===== src/rtl/pattern_scan_ctrl.sv =====
// pattern_scan_ctrl
// -----------------
// Sequencing controller for a bit-serial Moore 10010 detector. A WIDTH-bit
// word is accepted through a start/busy handshake, the detector is cleared
// for one cycle, and the word is then fed to it MSB first, one bit per
// clock. Detector output assertions are counted. When the scan is complete,
// the count is reported together with a one-cycle done pulse.
//
// Handshake: start is sampled only while busy=0 (IDLE). A start seen with
// abort=0 on a rising edge is accepted on that edge, and din is captured on
// the same edge. busy rises on that edge. A start seen while busy=1 is
// dropped, not queued. The producer may present the next word as soon as it
// sees busy=0.
//
// Ports
//   clk        rising-edge clock
//   rst        asynchronous, active-low reset
//   start      scan request (sampled only in IDLE)
//   din        word to scan, captured on the accepting edge
//   abort      cancel the current scan; blocks start while in IDLE
//   busy       high in every state except IDLE
//   det_rst    active-low detector reset, low only in CLR
//   det_j      serial bit to the detector
//   det_w      detector Moore output
//   done       one-cycle pulse, scan complete
//   match_cnt  matches found in the last completed scan (saturating)
//   dbg_state  current FSM state, for observation only

module pattern_scan_ctrl #(
  parameter int WIDTH = 16,
  parameter int CNTW  = 5
) (
  input  logic             clk,
  input  logic             rst,
  input  logic             start,
  input  logic [WIDTH-1:0] din,
  input  logic             abort,
  output logic             busy,
  output logic             det_rst,
  output logic             det_j,
  input  logic             det_w,
  output logic             done,
  output logic [CNTW-1:0]  match_cnt,
  output logic [2:0]       dbg_state
);

  localparam int IW = (WIDTH > 1) ? $clog2(WIDTH) : 1;
  localparam logic [IW-1:0]   LAST_IDX = IW'(WIDTH - 1);
  localparam logic [CNTW-1:0] CNT_MAX  = {CNTW{1'b1}};

  typedef enum logic [2:0] {
    IDLE  = 3'd0,
    CLR   = 3'd1,
    SHIFT = 3'd2,
    DRAIN = 3'd3,
    DONE  = 3'd4
  } state_t;

  state_t           state;
  state_t           state_nx;
  logic [WIDTH-1:0] sreg;
  logic [IW-1:0]    idx;
  logic             accept;
  logic             cnt_en;

  assign accept = (state == IDLE) && start && !abort;

  // The detector was cleared during CLR. Its output in the first SHIFT cycle
  // therefore carries no information. The last bit's match becomes visible
  // only one cycle later, in DRAIN.
  assign cnt_en = ((state == SHIFT) && (idx != '0)) || (state == DRAIN);

  assign dbg_state = state;

  // State register and datapath
  always_ff @(posedge clk or negedge rst) begin
    if (!rst) begin
      state     <= IDLE;
      sreg      <= '0;
      idx       <= '0;
      match_cnt <= '0;
    end else begin
      state <= state_nx;

      if (accept) begin
        sreg <= din;
      end else if (state == SHIFT) begin
        sreg <= {sreg[WIDTH-2:0], 1'b0};
      end

      if (state == CLR) begin
        idx <= '0;
      end else if (state == SHIFT) begin
        idx <= idx + IW'(1);
      end

      // An abort outside IDLE discards the partial count. A new accept
      // starts the count from zero. Otherwise, the count saturates.
      if (accept || ((state != IDLE) && abort)) begin
        match_cnt <= '0;
      end else if (cnt_en && det_w && (match_cnt != CNT_MAX)) begin
        match_cnt <= match_cnt + CNTW'(1);
      end
    end
  end

  // Next state and state-decoded outputs
  always_comb begin
    state_nx = state;
    busy     = 1'b1;
    det_rst  = 1'b1;
    det_j    = 1'b0;
    done     = 1'b0;
    case (state)
      IDLE: begin
        busy = 1'b0;
        if (accept) state_nx = CLR;
      end
      CLR: begin
        det_rst  = 1'b0;
        state_nx = abort ? IDLE : SHIFT;
      end
      SHIFT: begin
        det_j = sreg[WIDTH-1];
        if (abort)                state_nx = IDLE;
        else if (idx == LAST_IDX) state_nx = DRAIN;
      end
      DRAIN: begin
        state_nx = abort ? IDLE : DONE;
      end
      DONE: begin
        done     = 1'b1;
        state_nx = IDLE;
      end
      default: state_nx = IDLE;
    endcase
  end

endmodule

===== config.mk =====
export PLATFORM = sky130hd
export DESIGN_NAME = pattern_scan_ctrl
export DESIGN_NICKNAME = d
export VERILOG_FILES = /design/src/rtl/pattern_scan_ctrl.sv
export SDC_FILE = /design/constraint.sdc
export NUM_CORES = 1
export LEC_CHECK = 0
export BUFFER_PORTS_ARGS = -buffer_cell sky130_fd_sc_hd__buf_2
export CORE_MARGIN = 5
export CORE_UTILIZATION = 30
export CTS_CLUSTER_SIZE = 28
export DETAILED_ROUTE_END_ITERATION = 10
export PLACE_DENSITY = 0.52
export SETUP_SLACK_MARGIN = 0.05
export SLEW_MARGIN = 20
export SYNTH_ARGS = -nofsm -noshare
export SYNTH_HDL_FRONTEND = slang
export SYNTH_SLANG_ARGS = --single-unit

===== constraint.sdc =====
create_clock -name clk -period 2.49 [get_ports clk]
set_clock_uncertainty 0.2 [all_clocks]
set_input_delay 0.1245 -clock clk [delete_from_list [all_inputs] [get_ports clk]]
set_output_delay 0.1245 -clock clk [all_outputs]
set_load 0.01 [all_outputs]

==> results of run 1 <==
-- metal layers --
layer / part of all wire / track usage / vias to the layer above / wire length, um
met1: 0.48 / 0.150 / 566 / 1530
met2: 0.45 / 0.171 / 28 / 1430
met3: 0.063 / 0.0336 / 4 / 201
met4: 0.0085 / 0.0253 / 0 / 27
met5: 0 / 0 / - / 0
li1: - / - / 571 / -
-- what timing repair did --
action / in CTS / in global routing
buffers inserted: 0 / 0
hold buffers: 19 / 0
endpoints found under the hold margin: 47 / 0
-- placed cells by master (no fill, tap or decap) --
| master | Yosys | layout |
|---|---|---|
| a2111oi_0 | 1 | 1 |
| a21oi_1 | 5 | 5 |
| a21oi_4 | 1 | 1 |
| a221o_1 | 15 | 15 |
| a22o_1 | 1 | 1 |
| and2_1 | 17 | 17 |
| and3_1 | 1 | 1 |
| and4bb_2 | 1 | 1 |
| buf_2 | 0 | 32 |
| buf_4 | 1 | 3 |
| bufinv_16 | 0 | 1 |
| clkbuf_8 | 0 | 3 |
| dfrtp_1 | 28 | 28 |
| dlygate4sd3_1 | 0 | 19 |
| ha_1 | 4 | 4 |
| inv_1 | 6 | 6 |
| mux2_2 | 3 | 3 |
| mux2i_1 | 2 | 2 |
| nand2_1 | 2 | 2 |
| nand2b_1 | 2 | 2 |
| nand3_1 | 5 | 5 |
| nand4_1 | 1 | 1 |
| nand4bb_2 | 1 | 1 |
| nor2_1 | 2 | 2 |
| nor3_1 | 2 | 2 |
| nor3b_1 | 2 | 2 |
| nor3b_4 | 1 | 1 |
| nor4b_2 | 1 | 1 |
| nor4b_4 | 1 | 1 |
| o21ai_0 | 4 | 4 |
| o2bb2ai_1 | 1 | 1 |
| o31ai_1 | 2 | 2 |
| or3_1 | 2 | 2 |
| or4_1 | 2 | 2 |
| or4b_2 | 1 | 1 |
| xnor2_1 | 1 | 1 |
-- final cells by class --
| cell class | instances | area share |
|---|---|---|
| multi-input combinational | 84 | 0.354 |
| timing repair buffer | 54 | 0.193 |
| inverter | 6 | 0.0116 |
| sequential | 28 | 0.362 |
| tap | 67 | 0.0433 |
| clock inverter | 1 | 0.0155 |
| clock buffer | 3 | 0.0213 |
-- cells by family (layout without fill, tap and decap cells) --
group / count (synthesis) / after routing / share of synthesized area
AND/OR/NAND/NOR: 44 / 44 / 0.215
AO/OA/AOI/OAI: 30 / 30 / 0.170
flip-flops: 28 / 28 / 0.471
buffers and inverters: 14 / 64 / 0.0681
multiplexers: 5 / 5 / 0.0362
adder cells (fa/ha/maj): 4 / 4 / 0.0336
XOR/XNOR: 1 / 1 / 0.00589
-- through the flow --
step	hold WS, ps	instances	utilization
final	113	243	0.407
after detailed placement	-1.33	220	0.352
after CTS	101	243	0.407
after global placement	-18.9	220	0.352
after floorplan	-371	126	-
after global routing	147	243	0.407
-- where the power goes --
part	internal (mW)	total (mW)	switching [mW]
Sequential	0.561	0.641	0.0800
Clock	0.215	0.367	0.152
Combinational	0.187	0.328	0.141
-- cell usage after synthesis, drive strengths merged --
cell     number  area, sq um
mux2          3         33.8
nor3          2         10.0
dfrtp        28          701
inv           6         22.5
nor2          2         7.51
nand4bb       1         16.3
a21oi         6         41.3
clkbuf        1         3.75
mux2i         2         20.0
xnor2         1         8.76
nand2         2         7.51
nor4b         2         38.8
o31ai         2         15.0
or3           2         12.5
a221o        15          150
a22o          1         8.76
o21ai         4         20.0
ha            4         50.1
or4           2         15.0
nand4         1         6.26
nand2b        2         12.5
or4b          1         10.0
buf           7         75.1
nor3b         3         33.8
and4bb        1         12.5
and3          1         6.26
and2         17          106
nand3         5         25.0
o2bb2ai       1         8.76
a2111oi       1         8.76
-- sequential cells by signal (all words and copies together), names as in the netlist --
name and count:
dbg_state 3, idx 4, match_cnt 5, sreg 16
-- worst paths after layout --
kind                                      to          from  slack, ps  cells after the start
worst max-delay path            match_cnt[3]  match_cnt[0]        190                      6
worst min-delay path            match_cnt[2]         det_w        110                      4
worst max register to register  match_cnt[3]  match_cnt[0]        190                      6
worst min register to register      sreg[13]      sreg[13]        310                      1
max in group asynchronous            sreg[4]           rst       1490                      2
min in group asynchronous       dbg_state[2]           rst        180                      2
-- worst max-delay path: stages, from the launching register on --
cell,delay (ps)
dfrtp_1,440
ha_1,230
and3_1,180
ha_1,180
nand4bb_2,330
or4_1,510
a21oi_1,150
==> flow_summary.json, run 1 <==
{
  "period_share": 0.922,
  "crit_arrival_ps": 2310,
  "rsz0062_at_grt": "no",
  "dpl.hpwl_um": 2240,
  "wl_per_cell_um": 13.1,
  "fin_crit_ps": 2300,
  "grt_pass1_vias": 1166,
  "dp_slack_ps": 220,
  "vias_per_cell": 4.81,
  "finalSetupViolCount": 0,
  "clk_pin_slew_worst_paths_ps": 100,
  "core_area_sq_mm": 0.00475,
  "synth-seq-cells": 28,
  "start_util": 0.313,
  "pwr_density_cell_mw_per_mm2": 690,
  "root_buffer": "clkbuf_8",
  "yosysWarnings": 0,
  "grt.total_usage": 0.110,
  "cts_resized": 0,
  "postPlaceCellArea_sq_mm": 0.00168,
  "clk_path_buf_depth": 2,
  "ios": 33,
  "clock-sinks": 28,
  "final_nets": 202,
  "clock.fmax_mhz": 436,
  "grt_max_degree": 29,
  "antenna_cells": 0,
  "fillers": 469,
  "numCtsBuffers": 3,
  "grt_pass1_wl_um": 5580,
  "syn_area_sq_mm": 0.00149,
  "drtIter0Drc": 49,
  "gp_congestion": 0.748,
  "slew_viol_final": 0,
  "fin_setup_tns_ps": 0,
  "ys_types": 34,
  "required_ps": 2500,
  "finalPower_mw": 1.34,
  "insertion_delay_ps": 280,
  "ant_nets": 0,
  "ys_seq_area_frac": 0.471,
  "timing.slew.headroom": 0.582,
  "hold_path.class": "in2reg",
  "cts_max_level": 1,
  "multi_input_area_sq_um": 686,
  "antenna_found_initial": 0,
  "totalWireLength_um": 3190,
  "setup_slack_ps": 194,
  "vdd_drop_max_uv": 364,
  "syn_nets": 151,
  "status": "finished, final reports clean",
  "crit_fanout": 8,
  "die_area_sq_mm": 0.00647,
  "io_buffers": 32,
  "p_leak_nw": 0.889,
  "worstSetupEndpointType": "flop",
  "fin_area_sq_mm": 0.00194,
  "syn2layout_area_growth_pct": 30.2,
  "worst_pin_slew_ps": 626,
  "max_cap_violations": 0,
  "layout-drive-gt1-share": 0.278,
  "die_w_um": 80.4,
  "drc_errors": 0,
  "vias": 1169,
  "drtPass1Iterations": 4,
  "critPathKind": "reg2reg",
  "synthCells": 126,
  "hold_viol": 0,
  "grt-ovfl-total": 0,
  "syn_avg_cell_area_sq_um": 11.8,
  "die_h_um": 80.4,
  "regArea_sq_um": 701,
  "worst_setup_path_start_kind": "flop",
  "num_rows": 25,
  "cts_tree": "yes"
}
Power figures use the tool's default switching activity.
==> inputs of run 2 (changes only) <==
==> constraint.sdc (replaced) <==
create_clock -name clk -period 2.42 [get_ports clk]
set_clock_uncertainty 0.2 [all_clocks]
set_input_delay 0.121 -clock clk [delete_from_list [all_inputs] [get_ports clk]]
set_output_delay 0.121 -clock clk [all_outputs]
set_load 0.01 [all_outputs]
==> flow_summary.json, run 2 (same netlist as run 1, synthesis figures left out) <==
{
  "final_common_cell": "buf_2",
  "clk_pin_slew_worst_paths_ps": 90,
  "finalSetupViolCount": 0,
  "largest_register": "sreg",
  "ff2ff_path_depth": 6,
  "drtPass1Iterations": 4,
  "timing.slew.headroom": 0.574,
  "crit_cells": 6,
  "numCtsBuffers": 3,
  "num_rows": 25,
  "syn2layout_area_growth_pct": 31.0,
  "core_area_sq_mm": 0.00475,
  "crit_family": "simple AND/OR/NAND/NOR gates",
  "r2r-start": "match_cnt[0]",
  "status": "finished, final reports clean",
  "worst_setup_path_start_kind": "flop",
  "cts_setup_buffers": 0,
  "dpl.hpwl_um": 2310,
  "antenna_cells": 0,
  "ios": 33,
  "root_buffer": "clkbuf_8",
  "fin_setup_tns_ps": 0,
  "totalWireLength_um": 3220,
  "vdd_drop_max_uv": 303,
  "die_area_sq_mm": 0.00647,
  "critical_path.cell_chain": "ha_1, and3_1, ha_1, nand4bb_4, or4_1, a21oi_1",
  "cts_max_level": 1,
  "worstSetupEndpointType": "flop",
  "hold_depth": 4,
  "max_cap_violations": 0,
  "crit_buf_inv": 0,
  "die_h_um": 80.4,
  "crit_arrival_ps": 2210,
  "hp-start": "det_w",
  "hold_path.class": "in2reg",
  "drc_errors": 0,
  "finalPower_mw": 1.38,
  "crit_fanout": 8,
  "final_cell_mix": "buf_2 (32), dfrtp_1 (28), dlygate4sd3_1 (19)",
  "critPathSlowestCell": "or4_1",
  "clk_path_buf_depth": 2,
  "die_w_um": 80.4,
  "grt.total_usage": 0.113,
  "vias_per_cell": 4.82,
  "hold_viol": 0,
  "grt-ovfl-total": 0,
  "r2r-end": "match_cnt[3]",
  "ant_nets": 0,
  "required_ps": 2430,
  "start_util": 0.313,
  "grt_pass1_vias": 1295,
  "gp_congestion": 0.812,
  "reg2reg_slack_ps": 220,
  "insertion_delay_ps": 270,
  "worst_pin_slew_ps": 639,
  "wl_per_cell_um": 13.2,
  "io_buffers": 32,
  "cts_tree": "yes",
  "fin_crit_ps": 2200,
  "drtIter0Drc": 53,
  "clock-sinks": 28,
  "vias": 1172,
  "slowest_delay_ps": 490,
  "p_leak_nw": 0.890,
  "clock.fmax_mhz": 454,
  "pwr_density_cell_mw_per_mm2": 706,
  "grt_max_degree": 29,
  "reg_top3": "sreg: 16 flops, match_cnt: 5 flops, idx: 4 flops",
  "period_share": 0.909,
  "grt_pass1_wl_um": 5880,
  "holdPathEnd": "match_cnt[0]",
  "cpMostUsedCell": "ha_1",
  "rsz0062_at_grt": "no",
  "critPathKind": "reg2reg",
  "final_nets": 202,
  "antenna_found_initial": 0,
  "largest_reg_flops": 16,
  "layout-drive-gt1-share": 0.278,
  "slew_viol_final": 0
}
run 2: cell counts in the layout (fill, tap and decap cells not counted):
No cell type changed its count.
run 2: area by class of cell:
type	count	area (sq um)
clock inverters	1	30.0
repair buffers	54	373
well taps	67	83.8
inverters	6	22.5
fillers	482	2810
flip-flops and latches	28	701
multi-input cells	84	697
clock buffers	3	41.3
run 2: worst max-delay path by stage:
stage / from / endpoint / slack (ps)
floorplan: match_cnt[0] / match_cnt[3] / 260
global placement: match_cnt[0] / match_cnt[3] / 240
detailed placement: match_cnt[0] / match_cnt[3] / 160
CTS: match_cnt[0] / match_cnt[3] / 140
global route: match_cnt[0] / match_cnt[3] / 100
finish: match_cnt[0] / match_cnt[3] / 220
run 2: worst reg2reg max path: stages (launching register included):
cell	delay, ps
dfrtp_1	430
ha_1	230
and3_1	180
ha_1	180
nand4bb_4	270
or4_1	490
a21oi_1	150
run 2: repair_timing:
action | in CTS | in global routing
endpoints found under the setup margin | 0 | 1
resized for setup | 0 | 1
endpoints found under the hold margin | 47 | 0
hold buffers | 19 | 0
run 2: per-layer routing:
metal | global-route usage | share of wire | up-vias
met5 | 0 | 0 | -
met4 | 0.0287 | 0.0078 | 0
li1 | - | - | 569
met2 | 0.191 | 0.47 | 30
met3 | 0.0202 | 0.060 | 4
met1 | 0.147 | 0.47 | 569
run 2: per-stage QoR:
stage / instance area (sq um) / utilization / hold slack, ps / instances / setup slack [ps]
after floorplan: 1490 / - / -375 / 126 / 259
after global placement: 1680 / 0.352 / -23.1 / 220 / 244
after detailed placement: 1680 / 0.352 / -14.8 / 220 / 163
after CTS: 1940 / 0.407 / 106 / 243 / 137
after global routing: 1950 / 0.410 / 116 / 243 / 105
final: 1950 / 0.410 / 91.7 / 243 / 219
run 2: power by group:
group          switching, mW  total, mW  internal, mW
registers             0.0796      0.656         0.577
clock network          0.149      0.371         0.222
logic                  0.154      0.349         0.195
total                  0.382       1.38         0.993
